## src/rtl/usb_bit_stuffer_tx.sv

```systemverilog
// usb_bit_stuffer_tx
//   Transmit-side USB bit stuffer and NRZI line encoder. Takes an LSB-first
//   packet bit stream (SYNC..CRC) one bit per bit-time. After STUFF_LIMIT
//   consecutive 1s it inserts a 0. The result is NRZI-encoded onto D+/D-,
//   and the packet is closed with an EOP (SE0 x EOP_SE0_BITS, then J).
// Ports:
//   clk, RST         clock, synchronous active-high reset
//   bit_en           one-clk strobe per bit-time; qualifies every transfer
//   in_bit/in_valid  serial data bit and its valid flag
//   in_last          marks in_bit as the final packet bit
//   in_ready         combinational; low on stuff slots, after in_last and in RST
//   out_dp/dm/oe     registered line levels and driver enable
//   busy             high while a packet is in flight
//   tx_err           one-clk pulse on underrun (packet aborted with EOP)
//   one_count        current run of transmitted 1s
module usb_bit_stuffer_tx #(
  parameter int unsigned STUFF_LIMIT  = 6,
  parameter int unsigned EOP_SE0_BITS = 2,
  parameter int unsigned CNT_W        = $clog2(STUFF_LIMIT + 1)
) (
  input  logic             clk,
  input  logic             RST,
  input  logic             bit_en,
  input  logic             in_bit,
  input  logic             in_valid,
  input  logic             in_last,
  output logic             in_ready,
  output logic             out_dp,
  output logic             out_dm,
  output logic             out_oe,
  output logic             busy,
  output logic             tx_err,
  output logic [CNT_W-1:0] one_count
);

  localparam int unsigned EW = $clog2(EOP_SE0_BITS + 1);

  typedef enum logic [2:0] {
    S_IDLE,
    S_DATA,
    S_STUFF,
    S_EOP_SE0,
    S_EOP_J
  } state_t;

  state_t           state_q, state_d;
  logic             dp_q, dp_d;
  logic             dm_q, dm_d;
  logic             oe_q, oe_d;
  logic             busy_q, busy_d;
  logic             err_q, err_d;
  logic             last_q, last_d;
  logic [CNT_W-1:0] cnt_q, cnt_d;
  logic [EW-1:0]    eop_q, eop_d;

  logic             xfer;
  logic [CNT_W-1:0] cnt_new;

  assign in_ready = ~RST & ((state_q == S_IDLE) | (state_q == S_DATA)) & ~last_q;
  assign xfer     = in_valid & in_ready & bit_en;
  assign cnt_new  = in_bit ? (cnt_q + CNT_W'(1)) : '0;

  always_comb begin
    state_d = state_q;
    dp_d    = dp_q;
    dm_d    = dm_q;
    oe_d    = oe_q;
    busy_d  = busy_q;
    err_d   = 1'b0;
    last_d  = last_q;
    cnt_d   = cnt_q;
    eop_d   = eop_q;

    if (bit_en) begin
      unique case (state_q)
        S_IDLE, S_DATA: begin
          if (xfer) begin
            // dp_q is the last driven J/K level (J while idle), so NRZI
            // keeps the level for a 1 and toggles it for a 0.
            dp_d   = in_bit ? dp_q : ~dp_q;
            dm_d   = in_bit ? ~dp_q : dp_q;
            oe_d   = 1'b1;
            busy_d = 1'b1;
            cnt_d  = cnt_new;
            last_d = in_last;
            eop_d  = '0;
            if (cnt_new == CNT_W'(STUFF_LIMIT)) begin
              state_d = S_STUFF;
            end else if (in_last) begin
              state_d = S_EOP_SE0;
            end else begin
              state_d = S_DATA;
            end
          end else if (state_q == S_DATA) begin
            // Underrun: hold the line this slot and abort with an EOP.
            err_d   = 1'b1;
            state_d = S_EOP_SE0;
            eop_d   = '0;
          end else begin
            oe_d   = 1'b0;
            dp_d   = 1'b1;
            dm_d   = 1'b0;
            busy_d = 1'b0;
            cnt_d  = '0;
            last_d = 1'b0;
          end
        end
        S_STUFF: begin
          dp_d    = ~dp_q;
          dm_d    = dp_q;
          cnt_d   = '0;
          eop_d   = '0;
          state_d = last_q ? S_EOP_SE0 : S_DATA;
        end
        S_EOP_SE0: begin
          dp_d  = 1'b0;
          dm_d  = 1'b0;
          cnt_d = '0;
          if (eop_q == EW'(EOP_SE0_BITS - 1)) begin
            state_d = S_EOP_J;
            eop_d   = '0;
          end else begin
            eop_d = eop_q + EW'(1);
          end
        end
        S_EOP_J: begin
          // Two strobes here: the first drives J, the second releases the line.
          if (eop_q == '0) begin
            dp_d  = 1'b1;
            dm_d  = 1'b0;
            eop_d = EW'(1);
          end else begin
            oe_d    = 1'b0;
            busy_d  = 1'b0;
            last_d  = 1'b0;
            eop_d   = '0;
            state_d = S_IDLE;
          end
        end
        default: state_d = S_IDLE;
      endcase
    end
  end

  always_ff @(posedge clk) begin
    if (RST) begin
      state_q <= S_IDLE;
      dp_q    <= 1'b1;
      dm_q    <= 1'b0;
      oe_q    <= 1'b0;
      busy_q  <= 1'b0;
      err_q   <= 1'b0;
      last_q  <= 1'b0;
      cnt_q   <= '0;
      eop_q   <= '0;
    end else begin
      state_q <= state_d;
      dp_q    <= dp_d;
      dm_q    <= dm_d;
      oe_q    <= oe_d;
      busy_q  <= busy_d;
      err_q   <= err_d;
      last_q  <= last_d;
      cnt_q   <= cnt_d;
      eop_q   <= eop_d;
    end
  end

  assign out_dp    = dp_q;
  assign out_dm    = dm_q;
  assign out_oe    = oe_q;
  assign busy      = busy_q;
  assign tx_err    = err_q;
  assign one_count = cnt_q;

endmodule

```

## config.mk

```make
export PLATFORM = sky130hd
export DESIGN_NAME = usb_bit_stuffer_tx
export DESIGN_NICKNAME = d
export VERILOG_FILES = /design/src/rtl/usb_bit_stuffer_tx.sv
export SDC_FILE = /design/constraint.sdc
export NUM_CORES = 1
export LEC_CHECK = 0
export ABC_AREA = 1
export CAP_MARGIN = 25
export CORE_ASPECT_RATIO = 1.1
export CORE_MARGIN = 3
export CORE_UTILIZATION = 44
export CTS_CLUSTER_DIAMETER = 100
export DETAILED_ROUTE_END_ITERATION = 8
export PLACE_DENSITY = 0.75
export RECOVER_POWER = 50
export SETUP_SLACK_MARGIN = 0.3
export SLEW_MARGIN = 20
export SYNTH_ARGS = -nofsm -noshare
export SYNTH_HDL_FRONTEND = slang
export SYNTH_SLANG_ARGS = --single-unit
```

## constraint.sdc

```tcl
create_clock -name clk -period 1.2 [get_ports clk]
set_input_delay 0.18 -clock clk [delete_from_list [all_inputs] [get_ports clk]]
set_output_delay 0.18 -clock clk [all_outputs]
set_load 0.01 [all_outputs]
```

==> Yosys cells after proc, flatten, opt, wreduce, memory -nomap -nowiden <==
Cells that the tools add are included.
{ "totals": {"regBits": 13, "out_inout_bits": 9} }
{ "op_classes": {"n_eq_ne": 12, "n_mux": 33, "n_addsub": 2, "bitwise_logic": 10, "n_reduce_logical": 14} }
{ "ops": {"columns": ["op", "count"], "rows": [
  ["$mux W3", 7],
  ["$mux W1", 13],
  ["$mux W2", 6],
  ["$pmux W3 S4", 1],
  ["$reduce_and A4 Y1", 3],
  ["$ne A3 B3 Y1 const B", 3],
  ["$pmux W1 S4", 2],
  ["$pmux W2 S4", 1],
  ["$eq A3 B2 Y1 const B", 2],
  ["$eq A3 B3 Y1 const B", 2],
  ["$ne A2 B2 Y1 const B", 3],
  ["$pmux W3 S2", 1],
  ["$reduce_and A3 Y1", 2],
  ["$not A1 Y1", 5],
  ["$reduce_and A5 Y1", 1],
  ["$and A1 B1 Y1", 4],
  ["$pmux W1 S2", 2],
  ["$reduce_bool A2 Y1", 2],
  ["$reduce_bool A4 Y1", 1],
  ["$reduce_or A2 Y1", 2],
  ["$reduce_or A4 Y1", 1],
  ["$add A3 B1 Y3 const B", 1],
  ["$eq A3 B1 Y1 const B", 1],
  ["$logic_not A3 Y1", 1],
  ["4 further kinds", 4]
]} }

==> Depth between registers and ports, before layout <==
{ "depth": {"ltp_word": 8, "ltp_mapped": 11, "depth_no_buf": 11} }

==> Worst setup path after synthesis <==
OpenSTA, ideal clock, no wires.
{ "synth_path": {"path_type": "flip-flop to flip-flop", "start": "reg state_q[2]", "end": "reg dp_q (netlist: out_dp)", "path_stages_with_launch": 10, "path_slack_ns": -0.038, "arrival_time_ns": 1.115, "synth_period_minus_slack_ns": 1.238, "path_cell_list": "dfxtp_1 > buf_6 > nor2_4 > nand3_1 > a21boi_0 > nand2_1 > inv_1 > nand2_1 > nand2_1 > nand3_1"} }
{ "synth_via": {"elab_chain_len": 8} }
{ "synth_rtl": {"columns": ["item", "line_no", "rtl"], "rows": [
  ["from (decl)", "46", "state_t state_q, state_d;"],
  ["from (signal assigned)", "157", "state_q <= state_d;"],
  ["$eq A3 B1 Y1 or $logic_not A3 Y1 (tied branches)", "59, 75, 94", null],
  ["$or A1 B1 Y1", "59", "assign in_ready = ~RST & ((state_q == S_IDLE) | (state_q == S_DATA)) & ~last_q;"],
  ["$and A1 B1 Y1 (2 in a row)", "59", null],
  ["$and A1 B1 Y1 (2 in a row)", "60", "assign xfer = in_valid & in_ready & bit_en;"],
  ["$ne A3 B3 Y1 (no line) or $mux W1 (tied branches)", null, null],
  ["$reduce_and A5 Y1 (no line) or $pmux W1 S4 (tied branches)", null, null],
  ["to (signal assigned)", "158", "dp_q <= dp_d;"],
  ["to (decl)", "47", "logic dp_q, dp_d;"]
]} }
Several ways; a longest one is shown, not always the timed one.
A chain may end at the register's enable or synchronous reset.

==> Worst setup path in the final report <==
{ "layout_path": {"start": "reg last_q", "end": "reg dp_q (netlist: out_dp)"} }
{ "layout_via": {"elab_chain_len": 6} }
{ "layout_rtl": {"columns": ["item", "line_no", "rtl"], "rows": [
  ["from (decl)", "52", "logic last_q, last_d;"],
  ["from (signal assigned)", "163", "last_q <= last_d;"],
  ["$not A1 Y1 *", "59", null],
  ["$and A1 B1 Y1 *", "59", null],
  ["$and A1 B1 Y1 * (2 in a row)", "60", null],
  ["$ne A3 B3 Y1 (no line) or $mux W1 (tied branches)", null, null],
  ["$reduce_and A5 Y1 (no line) or $pmux W1 S4 (tied branches)", null, null]
]} }
Every way passes the cells marked *; elsewhere a longest branch is shown, timed or not.

==> flow_summary.toml <==
[synth]
async_reset_ff_share_pct = 0
yosys_warnings = 0
syn_avg_cell_area_um2 = 6.67
yosysTopAreaCellShare_pct = 33.3
synth_area_leaders = "dfxtp_1 (33%), nand2_1 (17%), inv_1 (7.2%), a21oi_1 (5.8%), nand3_1 (5.1%)"
synth_nets = 124
yosysMostFrequentCell = "nand2_1"
ys_types = 25
synth_ff_type = "dfxtp_1"
syn-cell-area_um2 = 781
synthCells = 117
synth-edff-count = 0
synth.yosys.seq_area_share_pct = 33.3
ys_top_cells_by_count = "nand2_1 (36), inv_1 (15), dfxtp_1 (13)"
yosys.area.top_type = "dfxtp_1"
ys_seq_elements = 13

[power]
peakVddDrop_uv = 1200
power_density_mw_per_mm2 = 1560
p_leak_nw = 0.588

[cts]
cts-root-buf = "clkbuf_4"
cts_buffer_depth = 2
cts.sinks = 13
clock_latency_ns = 0.29
clkTransAtPathRegs_ns = 0.09
tritoncts = "yes"
htree_levels = 1
cts_made_buffers = 3

[worst_setup_path]
cp.arrival_ns = 1.55
worst_r2r_path_depth = 8
worstReg2RegEnd = "out_dp"
slowest_delay_ns = 0.33
cp-start-kind = "register"
regToRegSetupSlack_ns = -0.16
cp.required_ns = 1.39
critical_path_buf_inv_count = 2
path_class = "reg -> reg"
r2r_start = "last_q"
slowest_stage = "dfxtp_2"
cp_top_family = "simple AND/OR/NAND/NOR gates"
path_max_fanout = 5
crit_chain = "nor2_2, buf_4, nand4_4, buf_4, o21ai_0, nand2_1, nand3_1, nand3_1"
cp-end-kind = "register"

[sta]
fin_crit_ns = 1.36
relSlewSlack_pct = 83.8
worst_pin_slew_ns = 0.242
setup_ws_ns = -0.157
fmax_mhz = 737
rsz0062_at_grt = "yes"
whs_ns = 0.512
fin_setup_tns_ns = -1.64
skew_ns = 0.00360
setup-violations-final = 13
hold_violations = 0
min_period_over_period_pct = 113
drv_slew = 0

[min_path]
holdPathEnd = "out_dm"
min_path_cells = 2
min_path_type = "reg -> reg"
hold_start = "out_dm"

[drt]
drtPass1Iterations = 4
drtAntennaViolNets = 0
wl_per_cell_um = 15.2
vias_per_cell = 5.38
totalWireLength_mm = 2.69
drt_iter0_markers = 31
vias = 952
drc_errors = 0

[global_routing]
grt_pass1_wl_mm = 3.97
grt.total_usage_pct = 24.4
grt.overflow.total = 0
grt_pass1_vias = 909
grt_max_degree = 9
antenna_found_initial = 0

[floorplan]
ios = 15
die_x_um = 46.2
fp.dieH_um = 50.2
initial_core_util_pct = 48.4
fp.coreArea_mm2 = 0.00161
num_rows = 15
dieArea_mm2 = 0.00232

[finish]
nets = 168
area_delta_synth_final_pct = 65.4
drive_gt1_share_pct = 46.3
diodes = 0

[placement]
gp_routability_congestion = 0.839
port_buffers = 14
dp_hpwl_mm = 1.53

[status]
violations = "negative setup slack"
status = "complete, but fails checks"

[flow_run]
drv_cap = 0
## layout by cell type, fill, tap and decap left out, types with 4 or more instances in the layout
cell type / count
clkdlybuf4s50_1: 5
inv_2: 5
nor2_1: 7
nand2_1: 32
dfxtp_1: 6
buf_6: 14
nand3_1: 7
dfxtp_2: 4
buf_4: 20
a21oi_1: 7
inv_1: 10
## what timing repair did
action                     4_1_cts  5_1_grt
pin swaps                       10        4
gates resized for setup         71       15
setup endpoints to repair       22       22
buffers inserted                 6        2
hold buffers                     0        0
cloned                           0        0
## area by class of cell
cell class              count  area (µm²)
clock buffers               4        26.3
fillers                   102         323
inverters                  16        62.6
multi-input cells          85         510
flip-flops and latches     13         277
well taps                  17        21.3
repair buffers             42         394
## registers in the layout (all words and copies together), names as in the netlist
| name | flops |
|---|---|
| last_q | 1 |
| state_q | 3 |
| one_count | 3 |
| out_dp | 1 |
| busy | 1 |
| out_dm | 1 |
| tx_err | 1 |
| eop_q | 2 |
## routing by layer
metal / global-route usage (%) / up-vias / wire length [µm]
met5: 0 / - / 0
met4: 15.6 / 0 / 87
met3: 6.45 / 10 / 134
met2: 39.2 / 41 / 1410
met1: 27.2 / 438 / 1060
li1: - / 463 / -
## cell families (layout without fill, tap and decap cells)
logic type	count (synthesis)	after routing	synth area share (%)
AND/OR/NAND/NOR	66	66	40.2
buffers and inverters	19	62	11.5
AO/OA/AOI/OAI	17	17	12.2
flip-flops	13	13	33.3
adder cells (fa/ha/maj)	1	1	1.60
XOR/XNOR	1	1	1.12
## worst max path at each step
stage               end  cells past startpoint  slack [ns]        from
6_report         out_dp                      8       -0.16      last_q
5_1_grt        eop_q[0]                      9       -0.23      last_q
4_1_cts        eop_q[0]                      9       -0.11      last_q
3_5_place_dp     out_dp                     10       -0.40         RST
3_3_place_gp     out_dp                     10       -0.39         RST
2_1_floorplan    out_dp                      9       -0.01  state_q[2]
## power by group
part | leakage, nW | internal (W) | switching [W]
registers | 0.110 | 0.000502 | 0.0000778
logic | 0.463 | 0.000535 | 0.000600
clock network | 0.0150 | 0.000130 | 0.000167
## tightest hold or removal path: cells and delay by family (launching register included)
family / cells / cell delay, ns
AND/OR/NAND/NOR: 2 / 0.15
flip-flops: 1 / 0.33
## per-stage QoR
stage	power, W	util, %	worst slack (ns)	instances	instance area, µm²
final	0.00201	80.0	-0.157	177	1290
after global placement	0.00139	66.5	-0.388	165	1070
after global routing	0.00212	80.0	-0.233	177	1290
after CTS	0.00186	76.7	-0.110	175	1240
after detailed placement	0.00141	66.5	-0.401	165	1070
after floorplan	0.00105	-	-0.0121	117	792
Power figures use the tool's default switching activity.
